--- src/rtl/dm_cache_ctrl_if.sv ---
// Bus bundle for dm_cache_ctrl.
//   Processor side : Addr, DataIn, Rd, Wr (requests) / DataOut, Done, Stall, CacheHit, err (responses)
//   Memory side    : mem_req, mem_we, mem_addr, mem_wdata (requests) / mem_stall, mem_rvalid, mem_rdata
// slave  = the cache controller; master = the processor plus backing memory around it.
interface dm_cache_ctrl_if;
    logic [15:0] Addr;
    logic [15:0] DataIn;
    logic        Rd;
    logic        Wr;
    logic [15:0] DataOut;
    logic        Done;
    logic        Stall;
    logic        CacheHit;
    logic        err;
    logic        mem_req;
    logic        mem_we;
    logic [15:0] mem_addr;
    logic [15:0] mem_wdata;
    logic        mem_stall;
    logic        mem_rvalid;
    logic [15:0] mem_rdata;

    modport slave (
        input  Addr, DataIn, Rd, Wr, mem_stall, mem_rvalid, mem_rdata,
        output DataOut, Done, Stall, CacheHit, err, mem_req, mem_we, mem_addr, mem_wdata
    );

    modport master (
        output Addr, DataIn, Rd, Wr, mem_stall, mem_rvalid, mem_rdata,
        input  DataOut, Done, Stall, CacheHit, err, mem_req, mem_we, mem_addr, mem_wdata
    );
endinterface

--- src/rtl/dm_cache_ctrl.sv ---
// Direct-mapped, write-back, write-allocate data cache controller.
// 4-word lines of 16-bit words, byte addressed (Addr[0] must be 0).
// Ports:
//   clk  - clock, all state changes on the rising edge
//   rst  - synchronous reset, active-low
//   bus  - dm_cache_ctrl_if.slave: processor request/response and backing-memory request/read-return
//
// state  | meaning
// DRAIN  | after reset, wait MEM_LAT+1 cycles so reads still in flight fall on the floor
// IDLE   | accept a request; illegal requests answered here with err
// LOOKUP | tag compare; hit completes, miss picks WB or FILL
// WB     | write the 4 words of a dirty victim back to memory
// FILL   | read the 4 words of the requested line, then re-run LOOKUP
module dm_cache_ctrl #(
    parameter int INDEX_BITS = 5,
    parameter int MEM_LAT    = 2
) (
    input  logic clk,
    input  logic rst,
    dm_cache_ctrl_if.slave bus
);
    localparam int LINES    = 1 << INDEX_BITS;
    localparam int TAG_BITS = 13 - INDEX_BITS;
    localparam int DCW      = $clog2(MEM_LAT + 2);

    typedef enum logic [2:0] {S_DRAIN, S_IDLE, S_LOOKUP, S_WB, S_FILL} state_t;
    state_t state_q, state_d;

    logic [TAG_BITS-1:0] tag_arr [LINES];
    logic [15:0]         data_arr [LINES*4];
    logic [LINES-1:0]    valid_q, dirty_q;

    logic [15:1]     req_addr;
    logic [15:0]     req_data;
    logic            req_we;
    logic            miss_flag;
    logic [2:0]      issue_cnt;
    logic [1:0]      rcv_cnt;
    logic [DCW-1:0]  drain_cnt;
    logic            done_q, hit_q, err_q;
    logic [15:0]     dout_q;

    logic [INDEX_BITS-1:0] req_idx;
    logic [TAG_BITS-1:0]   req_tag;
    logic [1:0]            req_off;
    logic hit, victim_dirty, req_seen, illegal, issue_ok;

    assign req_idx      = req_addr[2+INDEX_BITS:3];
    assign req_tag      = req_addr[15:3+INDEX_BITS];
    assign req_off      = req_addr[2:1];
    assign hit          = valid_q[req_idx] && (tag_arr[req_idx] == req_tag);
    assign victim_dirty = valid_q[req_idx] & dirty_q[req_idx];
    // A request still held high during the Done cycle belongs to the finished operation.
    assign req_seen     = ~done_q & (bus.Rd | bus.Wr);
    assign illegal      = (bus.Rd & bus.Wr) | bus.Addr[0];
    assign issue_ok     = bus.mem_req & ~bus.mem_stall;

    assign bus.Done     = done_q;
    assign bus.CacheHit = hit_q;
    assign bus.err      = err_q;
    assign bus.DataOut  = dout_q;

    always_ff @(posedge clk) begin
        if (!rst) state_q <= S_DRAIN;
        else      state_q <= state_d;
    end

    always_comb begin
        state_d = state_q;
        case (state_q)
            S_DRAIN:  if (drain_cnt == '0) state_d = S_IDLE;
            S_IDLE:   if (req_seen && !illegal) state_d = S_LOOKUP;
            S_LOOKUP: state_d = hit ? S_IDLE : (victim_dirty ? S_WB : S_FILL);
            S_WB:     if (issue_ok && issue_cnt[1:0] == 2'd3) state_d = S_FILL;
            S_FILL:   if (bus.mem_rvalid && rcv_cnt == 2'd3) state_d = S_LOOKUP;
            default:  state_d = S_DRAIN;
        endcase
    end

    // Memory request is a pure function of state and issue counter, so it stays
    // frozen while mem_stall holds the counter.
    always_comb begin
        bus.Stall     = (state_q != S_IDLE);
        bus.mem_req   = (state_q == S_WB) || (state_q == S_FILL && !issue_cnt[2]);
        bus.mem_we    = (state_q == S_WB);
        bus.mem_addr  = (state_q == S_WB) ? {tag_arr[req_idx], req_idx, issue_cnt[1:0], 1'b0}
                                          : {req_tag, req_idx, issue_cnt[1:0], 1'b0};
        bus.mem_wdata = data_arr[{req_idx, issue_cnt[1:0]}];
    end

    always_ff @(posedge clk) begin
        if (!rst) begin
            drain_cnt <= DCW'(MEM_LAT);
            valid_q   <= '0;
            dirty_q   <= '0;
            done_q    <= 1'b0;
            hit_q     <= 1'b0;
            err_q     <= 1'b0;
            dout_q    <= '0;
            miss_flag <= 1'b0;
            issue_cnt <= '0;
            rcv_cnt   <= '0;
            req_addr  <= '0;
            req_data  <= '0;
            req_we    <= 1'b0;
        end else begin
            done_q <= 1'b0;
            hit_q  <= 1'b0;
            err_q  <= 1'b0;
            case (state_q)
                S_DRAIN: if (drain_cnt != '0) drain_cnt <= drain_cnt - DCW'(1);
                S_IDLE: begin
                    miss_flag <= 1'b0;
                    if (req_seen) begin
                        req_addr <= bus.Addr[15:1];
                        req_data <= bus.DataIn;
                        req_we   <= bus.Wr;
                        if (illegal) begin
                            done_q <= 1'b1;
                            err_q  <= 1'b1;
                        end
                    end
                end
                S_LOOKUP: begin
                    if (hit) begin
                        if (req_we) dirty_q[req_idx] <= 1'b1;
                        else        dout_q <= data_arr[{req_idx, req_off}];
                        done_q <= 1'b1;
                        hit_q  <= ~miss_flag;
                    end else begin
                        // Line is invalid until the refill completes, so an abort
                        // part way through never leaves a half-filled valid line.
                        miss_flag        <= 1'b1;
                        issue_cnt        <= '0;
                        rcv_cnt          <= '0;
                        valid_q[req_idx] <= 1'b0;
                    end
                end
                S_WB: begin
                    if (issue_ok) begin
                        if (issue_cnt[1:0] == 2'd3) begin
                            issue_cnt        <= '0;
                            dirty_q[req_idx] <= 1'b0;
                        end else begin
                            issue_cnt <= issue_cnt + 3'd1;
                        end
                    end
                end
                S_FILL: begin
                    if (issue_ok) issue_cnt <= issue_cnt + 3'd1;
                    if (bus.mem_rvalid) begin
                        rcv_cnt <= rcv_cnt + 2'd1;
                        if (rcv_cnt == 2'd3) begin
                            valid_q[req_idx] <= 1'b1;
                            dirty_q[req_idx] <= 1'b0;
                        end
                    end
                end
                default: ;
            endcase
        end
    end

    always_ff @(posedge clk) begin
        if (rst) begin
            if (state_q == S_LOOKUP && hit && req_we)
                data_arr[{req_idx, req_off}] <= req_data;
            if (state_q == S_FILL && bus.mem_rvalid) begin
                data_arr[{req_idx, rcv_cnt}] <= bus.mem_rdata;
                if (rcv_cnt == 2'd3) tag_arr[req_idx] <= req_tag;
            end
        end
    end
endmodule

--- src/flat_wrapper.sv ---
// flat-port wrapper written by rule: the top's interface ports become plain ports
module dm_cache_ctrl_flat 
#(
    parameter int INDEX_BITS = 5,
    parameter int MEM_LAT    = 2
)
  (clk, rst, bus_Addr, bus_DataIn, bus_Rd, bus_Wr, bus_mem_stall, bus_mem_rvalid, bus_mem_rdata, bus_DataOut, bus_Done, bus_Stall, bus_CacheHit, bus_err, bus_mem_req, bus_mem_we, bus_mem_addr, bus_mem_wdata);
  dm_cache_ctrl_if bus_i ();
  input  logic clk;
  input  logic rst;
  input wire logic [$bits(bus_i.Addr)-1:0] bus_Addr;
  input wire logic [$bits(bus_i.DataIn)-1:0] bus_DataIn;
  input wire logic [$bits(bus_i.Rd)-1:0] bus_Rd;
  input wire logic [$bits(bus_i.Wr)-1:0] bus_Wr;
  input wire logic [$bits(bus_i.mem_stall)-1:0] bus_mem_stall;
  input wire logic [$bits(bus_i.mem_rvalid)-1:0] bus_mem_rvalid;
  input wire logic [$bits(bus_i.mem_rdata)-1:0] bus_mem_rdata;
  output wire logic [$bits(bus_i.DataOut)-1:0] bus_DataOut;
  output wire logic [$bits(bus_i.Done)-1:0] bus_Done;
  output wire logic [$bits(bus_i.Stall)-1:0] bus_Stall;
  output wire logic [$bits(bus_i.CacheHit)-1:0] bus_CacheHit;
  output wire logic [$bits(bus_i.err)-1:0] bus_err;
  output wire logic [$bits(bus_i.mem_req)-1:0] bus_mem_req;
  output wire logic [$bits(bus_i.mem_we)-1:0] bus_mem_we;
  output wire logic [$bits(bus_i.mem_addr)-1:0] bus_mem_addr;
  output wire logic [$bits(bus_i.mem_wdata)-1:0] bus_mem_wdata;
  assign bus_i.Addr = bus_Addr;
  assign bus_i.DataIn = bus_DataIn;
  assign bus_i.Rd = bus_Rd;
  assign bus_i.Wr = bus_Wr;
  assign bus_i.mem_stall = bus_mem_stall;
  assign bus_i.mem_rvalid = bus_mem_rvalid;
  assign bus_i.mem_rdata = bus_mem_rdata;
  assign bus_DataOut = bus_i.DataOut;
  assign bus_Done = bus_i.Done;
  assign bus_Stall = bus_i.Stall;
  assign bus_CacheHit = bus_i.CacheHit;
  assign bus_err = bus_i.err;
  assign bus_mem_req = bus_i.mem_req;
  assign bus_mem_we = bus_i.mem_we;
  assign bus_mem_addr = bus_i.mem_addr;
  assign bus_mem_wdata = bus_i.mem_wdata;
  dm_cache_ctrl #(.INDEX_BITS(INDEX_BITS), .MEM_LAT(MEM_LAT)) u_core (.clk(clk), .rst(rst), .bus(bus_i));
endmodule
--- config.mk ---
export PLATFORM = sky130hd
export DESIGN_NAME = dm_cache_ctrl_flat
export DESIGN_NICKNAME = d
export VERILOG_FILES = /design/src/rtl/dm_cache_ctrl_if.sv /design/src/rtl/dm_cache_ctrl.sv /design/src/flat_wrapper.sv
export SDC_FILE = /design/constraint.sdc
export NUM_CORES = 2
export LEC_CHECK = 0
export CAP_MARGIN = 20
export CORE_UTILIZATION = 23
export CTS_BUF_LIST = sky130_fd_sc_hd__clkbuf_8
export DETAILED_ROUTE_END_ITERATION = 7
export PLACE_DENSITY = 0.46
export SYNTH_ARGS = -nofsm -noshare
export SYNTH_HDL_FRONTEND = slang
export SYNTH_SLANG_ARGS = --single-unit
--- constraint.sdc ---
create_clock -name clk -period 6.8 [get_ports clk]
set_input_delay 1.36 -clock clk [delete_from_list [all_inputs] [get_ports clk]]
set_output_delay 1.36 -clock clk [all_outputs]
set_load 0.1 [all_outputs]
Yosys cells after proc, flatten, opt, wreduce, memory -nomap -nowiden
Memory sizes are Yosys's and may differ from the RTL's. A register that Yosys moved wholly into a read port is not among the register bits.
Cells that the tools add are included.
{"block": "word_totals", "reg_bits": 110, "ramBits": 2304, "in_bits": 54, "output_inout_bits": 54, "n_memories": 2}
{"block": "classes", "n_addsub": 3, "n_lt_le_gt_ge": 2, "n_eq_ne": 20, "muxes": 54, "n_bitwise": 15, "reduce_logical": 31}
{"memory": "u_core.data_arr", "words": 128, "word_bits": 16, "rd": 2, "rd_clocked_by_memory_dff": 1, "write_ports": 1, "line": "dm_cache_ctrl.sv:30", "source": "logic [15:0] data_arr [LINES*4];"}
{"memory": "u_core.tag_arr", "words": 32, "word_bits": 8, "rd": 1, "rd_clocked_by_memory_dff": 1, "write_ports": 1, "line": "dm_cache_ctrl.sv:29", "source": "logic [TAG_BITS-1:0] tag_arr [LINES];"}
{"operator": "$mux W32", "n": 9}
{"operator": "$pmux W32 S3", "n": 1}
{"operator": "$and A32 B32 Y32", "n": 2}
{"operator": "$or A32 B32 Y32", "n": 2}
{"operator": "$pmux W32 S2", "n": 1}
{"operator": "$mux W16", "n": 2}
{"operator": "$not A32 Y32", "n": 1}
{"operator": "$mux W3", "n": 10}
{"operator": "$ne A2 B1 Y1 const B", "n": 10}
{"operator": "$mux W1", "n": 18}
{"operator": "$reduce_or A16 Y1", "n": 1}
{"operator": "$pmux W3 S5", "n": 1}
{"operator": "$reduce_and A4 Y1", "n": 3}
{"operator": "$bmux W1 S5", "n": 2}
{"operator": "$mux W5", "n": 2}
{"operator": "$logic_and A1 B1 Y1", "n": 9}
{"operator": "$pmux W3 S3", "n": 1}
{"operator": "$reduce_and A3 Y1", "n": 3}
{"operator": "$eq A8 B8 Y1", "n": 1}
{"operator": "$reduce_and A2 Y1", "n": 4}
{"operator": "$mux W7", "n": 1}
{"operator": "$reduce_and A7 Y1", "n": 1}
{"operator": "$eq A3 B2 Y1 const B", "n": 2}
{"operator": "$lt A5 B6 Y1 const B", "n": 1}
{"operator": "other kinds (22)", "n": 37}

Depth between registers and ports, before layout
{"block": "depth", "ltp_word": 9, "ltp_mapped": 14, "depth_no_buf": 9}

Worst setup path before layout
OpenSTA, ideal clock, no wires.
{"block": "synth_timing", "path_type": "reg-to-output", "from": "reg u_core.issue_cnt[0]", "to": "out bus_mem_wdata[5]", "t_arrival_ns": 4.567, "setup_slack_ns": 0.873, "stages_incl_launch_ff": 10, "path_buffers": 5, "path_cell_list": "dfxtp_1 > buf_2 > buf_2 > buf_2 > buf_2 > buf_1 > mux4_2 > mux4_2 > mux2i_1 > o21ai_0"}
{"block": "synth_between", "elab_chain_cells": 1}
{"item": "from (decl)", "line": "dm_cache_ctrl.sv:37", "source": "logic [2:0] issue_cnt;"}
{"item": "from (signal assigned)", "line": "dm_cache_ctrl.sv:145", "source": "issue_cnt <= issue_cnt + 3'd1;"}
{"item": "from (signal assigned)", "line": "dm_cache_ctrl.sv:150", "source": "if (issue_ok) issue_cnt <= issue_cnt + 3'd1;"}
{"item": "$mem_v2 Z128 W16"}
{"item": "to (decl)", "line": "flat_wrapper.sv:26", "source": "output wire logic [$bits(bus_i.mem_wdata)-1:0] bus_mem_wdata;"}
Every way passes these cells.

Final worst setup path
{"block": "layout_timing", "from": "reg u_core.issue_cnt[1]", "to": "out bus_mem_wdata[2]"}
The elaborated chain is that of the path after synthesis.

==> impl_metrics.prom <==
# TYPE chip_impl_metric gauge
chip_impl_info{name="cts_root_buf",value="sky130_fd_sc_hd__clkbuf_8"} 1
chip_impl_info{name="critPathCaptureType",value="output port"} 1
chip_impl_metric{name="fraction_of_layout_instances_using_a_drive_strength_above_1",unit="%"} 40.4
chip_impl_metric{name="async_reset_ff_share",unit="%"} 0
chip_impl_metric{name="netlist-cell-type-count",unit=""} 72
chip_impl_metric{name="fp.dieW",unit="um"} 695
chip_impl_metric{name="place_worst_setup_slack",unit="ps"} 855
chip_impl_metric{name="timing.final.hold_violations",unit=""} 0
chip_impl_info{name="min_path_type",value="reg -> reg"} 1
chip_impl_metric{name="critPathRequiredTime",unit="ps"} 5440
chip_impl_metric{name="global_route.usage.total",unit="%"} 15.6
chip_impl_metric{name="global_route.usage.met2",unit="%"} 24.8
chip_impl_metric{name="synth-edff-count",unit=""} 2304
chip_impl_metric{name="design.portCount",unit=""} 108
chip_impl_metric{name="post_synth_fa_ha_maj_area_fraction",unit="%"} 0.0453
chip_impl_metric{name="global_route_wire_length_before_repair",unit="um"} 528000
chip_impl_metric{name="power_density",unit="nW/um^2"} 284
chip_impl_metric{name="cp_data_arrival_time",unit="ps"} 5180
chip_impl_info{name="synth_top_area_cell",value="sky130_fd_sc_hd__edfxtp_1"} 1
chip_impl_metric{name="drt_first_iter_violations",unit=""} 6385
chip_impl_metric{name="htree_num_levels",unit=""} 5
chip_impl_metric{name="fin_ws",unit="ps"} 260
chip_impl_metric{name="leakagePower",unit="uW"} 0.0385
chip_impl_metric{name="placement.io_buffers",unit=""} 106
chip_impl_metric{name="synth_top_cell_area_share",unit="%"} 62.6
chip_impl_metric{name="height_of_the_chip",unit="um"} 695
chip_impl_metric{name="cts_inserted_buffers",unit=""} 435
chip_impl_metric{name="area_of_the_core_region",unit="um^2"} 478000
chip_impl_metric{name="groute.layer.met3.usage",unit="%"} 2.59
chip_impl_metric{name="final_max_slew_viol_count",unit=""} 0
chip_impl_metric{name="synthesis.area_per_instance",unit="um^2"} 20.8
chip_impl_info{name="failed_checks",value="DRC"} 1
chip_impl_metric{name="timing.final.setup_violations",unit=""} 0
chip_impl_info{name="synthMostInstantiatedCell",value="sky130_fd_sc_hd__edfxtp_1"} 1
chip_impl_metric{name="grt_pass1_vias",unit=""} 62900
chip_impl_metric{name="place.detailed.hpwl",unit="um"} 244000
chip_impl_metric{name="multiInputGateArea",unit="um^2"} 37200
chip_impl_metric{name="postSynthCellCount",unit=""} 5300
chip_impl_metric{name="cp_max_fo",unit=""} 16
chip_impl_info{name="clock_tree_from_tritoncts",value="built"} 1
chip_impl_metric{name="tritoncts_num_sinks",unit=""} 2435
chip_impl_metric{name="vias",unit=""} 61300
chip_impl_metric{name="layout_min_cycle_time",unit="ps"} 6540
chip_impl_metric{name="xor_and_xnor_fraction_of_the_mapped_netlist_area",unit="%"} 0.0634
chip_impl_metric{name="area.growth.synth_to_final",unit="%"} 17.6
chip_impl_metric{name="seq_power_share",unit="%"} 46.6
chip_impl_metric{name="maxSlewHeadroom",unit="%"} 15.2
chip_impl_metric{name="ys_warn_count",unit=""} 0
chip_impl_metric{name="grtUsageMet1",unit="%"} 21.7
chip_impl_metric{name="maximum_clock_rate",unit="MHz"} 153
chip_impl_metric{name="register_area",unit="um^2"} 71900
chip_impl_metric{name="dieArea",unit="um^2"} 483000
chip_impl_metric{name="proportion_of_synthesized_chip_area_in_sequential_cells",unit="%"} 65.0
chip_impl_metric{name="dpl.cell_count",unit=""} 11800
chip_impl_info{name="sort_of_element_at_the_start_of_the_critical_path",value="flop"} 1
chip_impl_metric{name="clock_insertion_delay_worst_skew",unit="ps"} 1160
chip_impl_metric{name="switching_share",unit="%"} 30.2
chip_impl_metric{name="routed_wirelength",unit="um"} 386000
chip_impl_metric{name="antenna_found_initial",unit=""} 22
chip_impl_info{name="crit_type",value="reg -> out"} 1
chip_impl_metric{name="worst_slew_pin_slew",unit="ps"} 1270
chip_impl_metric{name="setup-tns-final",unit="ps"} 0
chip_impl_metric{name="p_switching",unit="uW"} 11200
chip_impl_info{name="synth_commonest_cells",value="sky130_fd_sc_hd__edfxtp_1 (2304), sky130_fd_sc_hd__mux4_2 (1339), sky130_fd_sc_hd__nor2_1 (244)"} 1
chip_impl_metric{name="grt_max_degree",unit=""} 89
chip_impl_metric{name="drt_pre_antenna_iters",unit=""} 8
chip_impl_metric{name="initial_utilization",unit="%"} 23.1
chip_impl_metric{name="clock_path_buffers",unit=""} 4
chip_impl_metric{name="postSynthNetCount",unit=""} 5358
chip_impl_metric{name="vdd_drop_max",unit="V"} 0.000162
chip_impl_metric{name="fin_worst_hold_slack",unit="ps"} 420
chip_impl_metric{name="post-route-period-util",unit="%"} 96.2
chip_impl_metric{name="fillCellCount",unit=""} 47400
chip_impl_info{name="synth_top_family_by_area",value="multiplexers"} 1
chip_impl_metric{name="gp_congestion",unit=""} 0.844
chip_impl_metric{name="timing.clock.skew",unit="ps"} 107
chip_impl_metric{name="post_synth_and_or_nand_nor_area_fraction",unit="%"} 2.25
chip_impl_metric{name="synth.area.mux_share",unit="%"} 28.7
chip_impl_metric{name="p_int",unit="uW"} 25800
chip_impl_metric{name="remaining_drc_errors",unit=""} 51
chip_impl_metric{name="synth_compound_gate_area_share",unit="%"} 2.21
chip_impl_metric{name="power_frac_comb",unit="%"} 18.1
chip_impl_metric{name="fin_cells",unit=""} 12600
chip_impl_metric{name="ant_nets",unit=""} 0
chip_impl_info{name="synth_area_leaders",value="sky130_fd_sc_hd__edfxtp_1 (63%), sky130_fd_sc_hd__mux4_2 (27%), sky130_fd_sc_hd__dfxtp_1 (2.4%), sky130_fd_sc_hd__mux2i_1 (1.2%), sky130_fd_sc_hd__nor2_1 (0.83%)"} 1
chip_impl_metric{name="ys_seq_elements",unit=""} 2435
chip_impl_metric{name="detail_route.vias_per_cell",unit=""} 4.87
chip_impl_metric{name="mappedNetlistArea",unit="um^2"} 110000
chip_impl_metric{name="final_nets",unit=""} 5862
chip_impl_info{name="unrepaired_setup_endpoints_after_global_routing",value="no"} 1
chip_impl_metric{name="drv_cap",unit=""} 0
chip_impl_info{name="global_route.peak_usage_layer",value="met2"} 1
chip_impl_metric{name="clockPowerShare",unit="%"} 35.3
chip_impl_metric{name="overflow",unit=""} 0
chip_impl_info{name="synth_top_flop_cell",value="sky130_fd_sc_hd__edfxtp_1"} 1
chip_impl_info{name="status",value="finished, violations left"} 1
chip_impl_metric{name="routed_length_per_instance",unit="um"} 30.7
chip_impl_metric{name="clkSlewWorstSetupHoldPaths",unit="ps"} 60
chip_impl_metric{name="hold_buffers",unit=""} 0
chip_impl_metric{name="placementRows",unit=""} 254
==> state kept, by name, summed over array words and instances (netlist names), 2 cells and up, named ones only <==
register	cells
u_core.rcv_cnt	2
u_core.req_addr	15
u_core.state_q	3
u_core.tag_arr	256
u_core.issue_cnt	3
u_core.req_data	16
u_core.bus.DataOut	16
u_core.drain_cnt	2
u_core.data_arr	2048
==> worst paths after layout <==
kind | to | depth (start not counted) | slack (ps) | startpoint
min | u_core.bus.CacheHit | 1 | 420 | u_core.miss_flag
max reg2reg | u_core.data_arr[36][4] | 12 | 1240 | flop
max | bus_mem_wdata[2] | 11 | 260 | u_core.issue_cnt[1]
min reg2reg | u_core.bus.CacheHit | 1 | 420 | u_core.miss_flag
==> per-layer routing <==
layer | wire [um] | up-vias
met4 | 14300 | 6
met1 | 166000 | 33900
met2 | 180000 | 2616
met3 | 26800 | 601
met5 | 46 | -
li1 | - | 24200
==> what timing repair did <==
action	CTS	global route
setup endpoints to repair	11	0
resized for setup	2	0
setup buffers	5	0
==> per-stage QoR <==
| step | utilization, % | instance area [um^2] | power, uW |
|---|---|---|---|
| 4_1_cts | 27.1 | 130000 | 37300 |
| 3_3_place_gp | 25.4 | 122000 | 24200 |
| 2_1_floorplan | - | 110000 | 21100 |
| 6_report | 27.2 | 130000 | 36900 |
| 3_5_place_dp | 25.4 | 122000 | 24200 |
| 5_1_grt | 27.2 | 130000 | 38000 |
==> power groups by stage <==
| stage | sequential [uW] | combinational, uW | clock, uW |
|---|---|---|---|
| 3_3_place_gp | 17500 | 6680 | 0 |
| 5_1_grt | 17200 | 6920 | 13900 |
| 4_1_cts | 17200 | 6750 | 13400 |
| 2_1_floorplan | 17400 | 3700 | 0 |
| 6_report | 17200 | 6680 | 13000 |
| 3_5_place_dp | 17500 | 6730 | 0 |
==> layout make-up <==
| cell class | count | area share (%) |
|---|---|---|
| sequential | 2435 | 55.3 |
| multi-input combinational | 2432 | 28.7 |
| tap | 6400 | 6.17 |
| clock buffer | 444 | 4.70 |
| timing repair buffer | 487 | 3.60 |
| clock inverter | 356 | 1.49 |
| inverter | 13 | 0.0376 |
| antenna | 11 | 0.0212 |
==> placed cells by master (no fill, tap or decap), drive strengths merged, types with 5 or more instances in the layout <==
| cell | netlist | final |
|---|---|---|
| bufinv | 0 | 12 |
| o31ai | 5 | 5 |
| o211ai | 35 | 35 |
| a221oi | 7 | 7 |
| nor2b | 15 | 15 |
| nand2 | 230 | 230 |
| inv | 11 | 185 |
| o21ai | 67 | 67 |
| nand3 | 36 | 36 |
| a21oi | 61 | 61 |
| dfxtp | 131 | 131 |
| diode | 0 | 11 |
| a21boi | 27 | 27 |
| mux2i | 130 | 130 |
| nand4 | 10 | 10 |
| o22ai | 10 | 10 |
| a32o | 28 | 28 |
| clkbuf | 203 | 444 |
| o2111ai | 7 | 7 |
| buf | 217 | 401 |
| a22o | 6 | 6 |
| edfxtp | 2304 | 2304 |
| nand3b | 5 | 5 |
| nor2 | 246 | 246 |
| or3 | 5 | 5 |
| clkinvlp | 0 | 7 |
| mux4 | 1339 | 1339 |
| mux2 | 18 | 18 |
| nor3 | 9 | 9 |
| a22oi | 51 | 51 |
| o221ai | 9 | 9 |
| clkinv | 2 | 165 |
| nand2b | 9 | 9 |
| a211oi | 6 | 6 |
| clkdlybuf4s50 | 0 | 86 |
==> cell families (layout without fill, tap and decap cells) <==
family,Yosys count,count (layout)
multiplexers,1487,1487
adder cells (fa/ha/maj),4,4
flip-flops,2435,2435
AND/OR/NAND/NOR,585,585
buffers and inverters,433,1300
XOR/XNOR,8,8
AO/OA/AOI/OAI,347,347
other,1,12
==> critical path: stages, from the launching register on <==
cell	delay, ps
sky130_fd_sc_hd__dfxtp_4	600
sky130_fd_sc_hd__buf_4	340
sky130_fd_sc_hd__buf_4	320
sky130_fd_sc_hd__mux4_2	340
sky130_fd_sc_hd__mux4_2	540
sky130_fd_sc_hd__mux2i_1	310
sky130_fd_sc_hd__nor2_1	120
sky130_fd_sc_hd__a311oi_1	340
sky130_fd_sc_hd__buf_4	260
sky130_fd_sc_hd__a21oi_1	80
sky130_fd_sc_hd__a221o_1	510
sky130_fd_sc_hd__buf_12	260
(Power assumes the default switching activity.)
